[config.mk]
export PLATFORM = sky130hd
export DESIGN_NAME = uart_cmd_frame_tx
export DESIGN_NICKNAME = d
export VERILOG_FILES = /design/src/rtl/uart_cmd_frame_tx.sv
export SDC_FILE = /design/constraint.sdc
export NUM_CORES = 1
export LEC_CHECK = 0
export CORE_UTILIZATION = 55
export CTS_BUF_LIST = sky130_fd_sc_hd__clkbuf_8
export CTS_CLUSTER_SIZE = 12
export DETAILED_ROUTE_END_ITERATION = 10
export PLACE_DENSITY_LB_ADDON = 0.3
export REMOVE_ABC_BUFFERS = 1
export SLEW_MARGIN = 20
export SYNTH_ARGS = -nofsm -noshare
export SYNTH_HDL_FRONTEND = slang
export SYNTH_SLANG_ARGS = --single-unit
export TNS_END_PERCENT = 100
[constraint.sdc]
create_clock -name clk -period 3.72 [get_ports clk]
set_clock_uncertainty 0.05 [all_clocks]
set_input_delay 0.558 -clock clk [delete_from_list [all_inputs] [get_ports clk]]
set_output_delay 0.558 -clock clk [all_outputs]
set_load 0.05 [all_outputs]
[src/rtl/uart_cmd_frame_tx.sv]
// uart_cmd_frame_tx: transmit side of the UART command link.
// Builds the fixed 8-byte command frame
//   FRAME_HEAD0, FRAME_HEAD1, time[31:24], time[23:16], time[15:8], time[7:0], ctrl, FRAME_TAIL
// and sends it as 8N1, LSB first. Bytes go back to back; a frame is exactly 80 bit periods.
// Ports:
//   clk        - system clock
//   reset_n    - asynchronous active-low reset
//   send_go    - start request, only honoured while idle
//   ctrl_set   - control byte, captured on accept
//   time_set   - 32-bit time value, captured on accept
//   baud_set   - baud code (0:9600 1:19200 2:38400 3:57600 4..7:115200), captured on accept
//   uart_tx    - registered serial line, idles high
//   busy       - high from the cycle after accept until the last stop bit ends
//   frame_done - one-cycle pulse in the cycle after the last stop bit
module uart_cmd_frame_tx #(
  parameter int unsigned CLK_FREQ    = 50_000_000,
  parameter logic [7:0]  FRAME_HEAD0 = 8'h55,
  parameter logic [7:0]  FRAME_HEAD1 = 8'hA5,
  parameter logic [7:0]  FRAME_TAIL  = 8'hF0
) (
  input  logic        clk,
  input  logic        reset_n,
  input  logic        send_go,
  input  logic [7:0]  ctrl_set,
  input  logic [31:0] time_set,
  input  logic [2:0]  baud_set,
  output logic        uart_tx,
  output logic        busy,
  output logic        frame_done
);

  // Cycles per bit; truncating division gives 5208/2604/1302/868/434 at 50 MHz.
  localparam logic [12:0] Div9600   = 13'(CLK_FREQ / 9600);
  localparam logic [12:0] Div19200  = 13'(CLK_FREQ / 19200);
  localparam logic [12:0] Div38400  = 13'(CLK_FREQ / 38400);
  localparam logic [12:0] Div57600  = 13'(CLK_FREQ / 57600);
  localparam logic [12:0] Div115200 = 13'(CLK_FREQ / 115200);

  typedef enum logic [1:0] {StIdle, StTxBit, StNextByte} state_e;

  state_e      r_state, w_state_d;
  logic [7:0]  r_ctrl;
  logic [31:0] r_time;
  logic [2:0]  r_baud;
  logic [12:0] r_baud_cnt;
  logic [3:0]  r_bit_idx;
  logic [2:0]  r_byte_idx;
  logic [9:0]  r_shift;  // {stop, d7..d0, start}; bit 0 is on the line

  logic [12:0] w_div;
  logic        w_bit_end;
  logic        w_stop_end;
  logic        w_last_byte;
  logic [2:0]  w_next_idx;
  logic [7:0]  w_next_byte;

  always_comb begin
    case (r_baud)
      3'd0:    w_div = Div9600;
      3'd1:    w_div = Div19200;
      3'd2:    w_div = Div38400;
      3'd3:    w_div = Div57600;
      default: w_div = Div115200;
    endcase
  end

  assign w_bit_end   = (r_baud_cnt == w_div - 13'd1);
  assign w_stop_end  = w_bit_end && (r_bit_idx == 4'd9);
  assign w_last_byte = (r_byte_idx == 3'd7);
  assign w_next_idx  = r_byte_idx + 3'd1;

  // Byte that follows the current one, ready before the current stop bit ends.
  always_comb begin
    unique case (w_next_idx)
      3'd0: w_next_byte = FRAME_HEAD0;
      3'd1: w_next_byte = FRAME_HEAD1;
      3'd2: w_next_byte = r_time[31:24];
      3'd3: w_next_byte = r_time[23:16];
      3'd4: w_next_byte = r_time[15:8];
      3'd5: w_next_byte = r_time[7:0];
      3'd6: w_next_byte = r_ctrl;
      3'd7: w_next_byte = FRAME_TAIL;
    endcase
  end

  always_ff @(posedge clk or negedge reset_n) begin
    if (!reset_n) begin
      r_state <= StIdle;
    end else begin
      r_state <= w_state_d;
    end
  end

  always_comb begin
    w_state_d  = r_state;
    busy       = 1'b0;
    frame_done = 1'b0;
    unique case (r_state)
      StIdle: begin
        if (send_go) w_state_d = StTxBit;
      end
      StTxBit: begin
        busy = 1'b1;
        if (w_stop_end) w_state_d = StNextByte;
      end
      StNextByte: begin
        if (w_last_byte) begin
          frame_done = 1'b1;
          w_state_d  = StIdle;
        end else begin
          // Line already carries the next start bit here.
          busy      = 1'b1;
          w_state_d = StTxBit;
        end
      end
      default: w_state_d = StIdle;
    endcase
  end

  always_ff @(posedge clk or negedge reset_n) begin
    if (!reset_n) begin
      r_ctrl     <= '0;
      r_time     <= '0;
      r_baud     <= '0;
      r_baud_cnt <= '0;
      r_bit_idx  <= '0;
      r_byte_idx <= '0;
      r_shift    <= '1;
    end else begin
      unique case (r_state)
        StIdle: begin
          if (send_go) begin
            r_ctrl     <= ctrl_set;
            r_time     <= time_set;
            r_baud     <= baud_set;
            r_baud_cnt <= '0;
            r_bit_idx  <= '0;
            r_byte_idx <= '0;
            r_shift    <= {1'b1, FRAME_HEAD0, 1'b0};
          end
        end
        StTxBit: begin
          if (!w_bit_end) begin
            r_baud_cnt <= r_baud_cnt + 13'd1;
          end else if (r_bit_idx != 4'd9) begin
            r_baud_cnt <= '0;
            r_bit_idx  <= r_bit_idx + 4'd1;
            r_shift    <= {1'b1, r_shift[9:1]};
          end else begin
            r_baud_cnt <= '0;
            r_bit_idx  <= '0;
            // Next start bit goes out during StNextByte so the boundary costs no line time.
            r_shift    <= w_last_byte ? 10'h3FF : {1'b1, w_next_byte, 1'b0};
          end
        end
        StNextByte: begin
          if (!w_last_byte) begin
            r_byte_idx <= w_next_idx;
            // StNextByte was cycle 0 of the start bit.
            r_baud_cnt <= 13'd1;
          end else begin
            r_byte_idx <= '0;
          end
        end
        default: ;
      endcase
    end
  end

  assign uart_tx = r_shift[0];

endmodule
==> flow_summary.yaml <==
final_layout:
  final_nets: 495
  postLayoutCellArea_um2: 4840
  final_layout_size_suffix_gt1_frac: 0.200
  syn_to_final_growth_pct: 17.8
critical_path:
  critPathMaxStageDelay_ns: 0.78
  cp_slowest_cell: "or4_1"
  required_ns: 3.95
  worstPathArrival_ns: 3.44
  end_kind: "register"
  crit_path_max_fanout: 21
  path_delay_family: "simple AND/OR/NAND/NOR gates"
  cp_cell_sequence: "inv_1, a21oi_1, ha_1, a21boi_0, nor3_1, o211ai_1, or4_1, or4_1, nand3_1"
  startpoint: "r_baud[0]$_DFFE_PN0P_"
  start_kind: "register"
  crit_top_cell: "or4_1"
  criticalPathCategory: "reg -> reg"
  reg2reg_from: "r_baud[0]$_DFFE_PN0P_"
  path_buf_inv: 1
grt:
  grt_max_degree: 39
  grt_pass1_wl_mm: 15.2
  grt.overflow.total: 0
  track_usage: 0.257
  first_global_vias: 3183
  antenna_found_initial: 1
timing:
  slew_headroom: 0.433
  hold_violations: 0
  finalSetupViolations: 0
  clock.fmax_mhz: 312
  worstMarginPinSlew_ns: 0.851
  rsz0062_at_grt: "no"
  period_minus_slack_ns: 3.21
  setup_slack_ns: 0.513
  tns_ns: 0
  fin_crit_sh: 0.862
  finalMaxSlewViolations: 0
die:
  ios: 49
  die_area_um2: 7820
  core_area_um2: 7250
  core.rowCount: 31
  die_w_um: 88.4
  die_h_um: 88.4
  initial_core_util: 0.567
logic_synthesis:
  synth_area_um2: 4110
  syn_inst: 395
  ys_seq_area_frac: 0.453
  synth_area_leaders: "dfrtp_1 40%, mux2_2 14%, dfstp_2 5.8%"
  yosysTopAreaCellShare: 0.396
  ys_seq_elements: 74
  ys_types: 56
  synthArstFlopShare: 1.00
  yosys.area.top_type: "dfrtp_1"
  ys.warnings.count: 0
  syn_area_per_cell_um2: 10.4
  synth_edf_count: 0
  synth_ff_type: "dfrtp_1"
clock_network:
  clk_pin_slew_ns: 0.09
  ctsHoldBuffers: 0
  htreeDepth: 3
  cts_tree: "done"
  cts_resized: 0
  cts_made_buffers: 9
  post_cts_buffers: 0
  cts_sinks: 74
  clock_path_buffers: 2
  cts_root_buf: "clkbuf_8"
  clk_latency_ns: 0.35
placement:
  dp_hpwl_mm: 6.59
  pre_cts_ws_ns: 0.627
  placed_cell_area_um2: 4660
  routabilityCongestion: 0.886
  io_buffers: 48
detailed_routing:
  first_pass_iters: 5
  antenna_left: 0
  route.detailed.drc: 0
  vias: 3303
  wl_per_cell_um: 16.9
  dr.first_iter.drc_count: 310
  routed_wl_mm: 9.12
  via_per_inst: 6.12
hold_path:
  hp-class: "in -> async"
power:
  power_density_nw_per_um2: 608
  vdd_ir_drop_max_uv: 318
  leakage_nw: 1.94
outcome:
  status: "finished clean"
run:
  cap_viol_max_count: 0
## final cells by class
type                       instances  area, µm²
antenna                            1       2.50
sequential                        74       1860
clock inverter                     7       58.8
clock buffer                       9        124
timing repair buffer              53        526
inverter                          20       75.1
tap                               99        124
multi-input combinational        277       2070
fill                             592       2410
## per-stage QoR
stage	util	power, mW	std cells	hold slack (ns)
final	0.668	2.94	540	0.250
after global routing	0.667	3.13	539	0.307
after CTS	0.667	2.95	539	0.280
after detailed placement	0.642	2.35	523	0.405
after global placement	0.642	2.30	523	0.397
after floorplan	-	2.05	371	0.212
## cells by family after synthesis
kind of cell	share of synthesized area
fa+ha+maj	0.0426
xor+xnor	0.00426
compound gates	0.146
mux	0.157
simple gates	0.153
flops	0.453
buf+inv	0.0438
## sequential cells by signal, indices dropped and copies added (netlist names)
| register | cells |
|---|---|
| r_baud_cnt | 13 |
| r_shift | 9 |
| r_ctrl | 8 |
| r_bit_idx | 4 |
| r_state | 2 |
| r_byte_idx | 3 |
| r_time | 32 |
| r_baud | 3 |
## cells in the final DEF, fill, tap and decap left out, types with 5 or more instances in the layout
cell	synthesis	final
dfrtp_1	65	65
mux2_2	51	51
clkdlybuf4s50_1	0	47
nand2_1	35	34
inv_1	20	20
o21ai_0	20	20
nor2_1	17	17
nand3_1	16	16
ha_1	14	14
nand4_1	9	9
clkbuf_8	0	9
dfstp_2	9	9
a21oi_1	7	7
a31oi_1	7	7
o211ai_1	7	7
and3_1	7	7
mux2i_1	7	7
a32o_1	6	6
nor3_1	6	6
a222oi_1	5	5
o22ai_1	5	5
## synth_stat cells (all sizes together) (2+ instances only)
master	number
a21boi	2
a21o	4
a21oi	7
a221oi	2
a222oi	5
a31oi	7
a32o	6
a41oi	2
and2	3
and3	7
buf	6
clkbuf	18
dfrtp	65
dfstp	9
ha	14
inv	20
mux2	51
mux2i	7
nand2	35
nand2b	3
nand3	16
nand3b	3
nand4	9
nand4b	2
nor2	17
nor2b	3
nor3	8
o2111ai	2
o211ai	7
o21a	3
o21ai	20
o22ai	5
o2bb2ai	2
o311ai	4
or4	4
or4b	4
## report_power, final
| part | internal [mW] | leakage [nW] | switching [mW] |
|---|---|---|---|
| Clock | 0.254 | 0.0925 | 0.340 |
| Combinational | 0.522 | 0.948 | 0.499 |
| Sequential | 1.11 | 0.901 | 0.212 |
| Total | 1.89 | 1.94 | 1.05 |
## worst paths after layout
path,slack (ns),to,cells past startpoint
max in group asynchronous,2.60,r_shift[1]$_DFFE_PN1P_,2
min in group clk,0.43,r_shift[2]$_DFFE_PN1P_,2
setup / recovery,0.51,r_bit_idx[3]$_DFFE_PN0P_,9
setup reg to reg,0.51,r_bit_idx[3]$_DFFE_PN0P_,9
hold / removal,0.25,r_baud_cnt[9]$_DFFE_PN0P_,1
hold reg to reg,0.43,r_shift[2]$_DFFE_PN1P_,2
## routing by layer
layer / GRT usage / wire [µm] / vias up
met5: 0 / 0 / -
met4: 0.0616 / 92 / 0
met3: 0.0625 / 567 / 9
met2: 0.401 / 4310 / 134
met1: 0.362 / 4150 / 1612
li1: - / - / 1548
(Power assumes the default switching activity.)
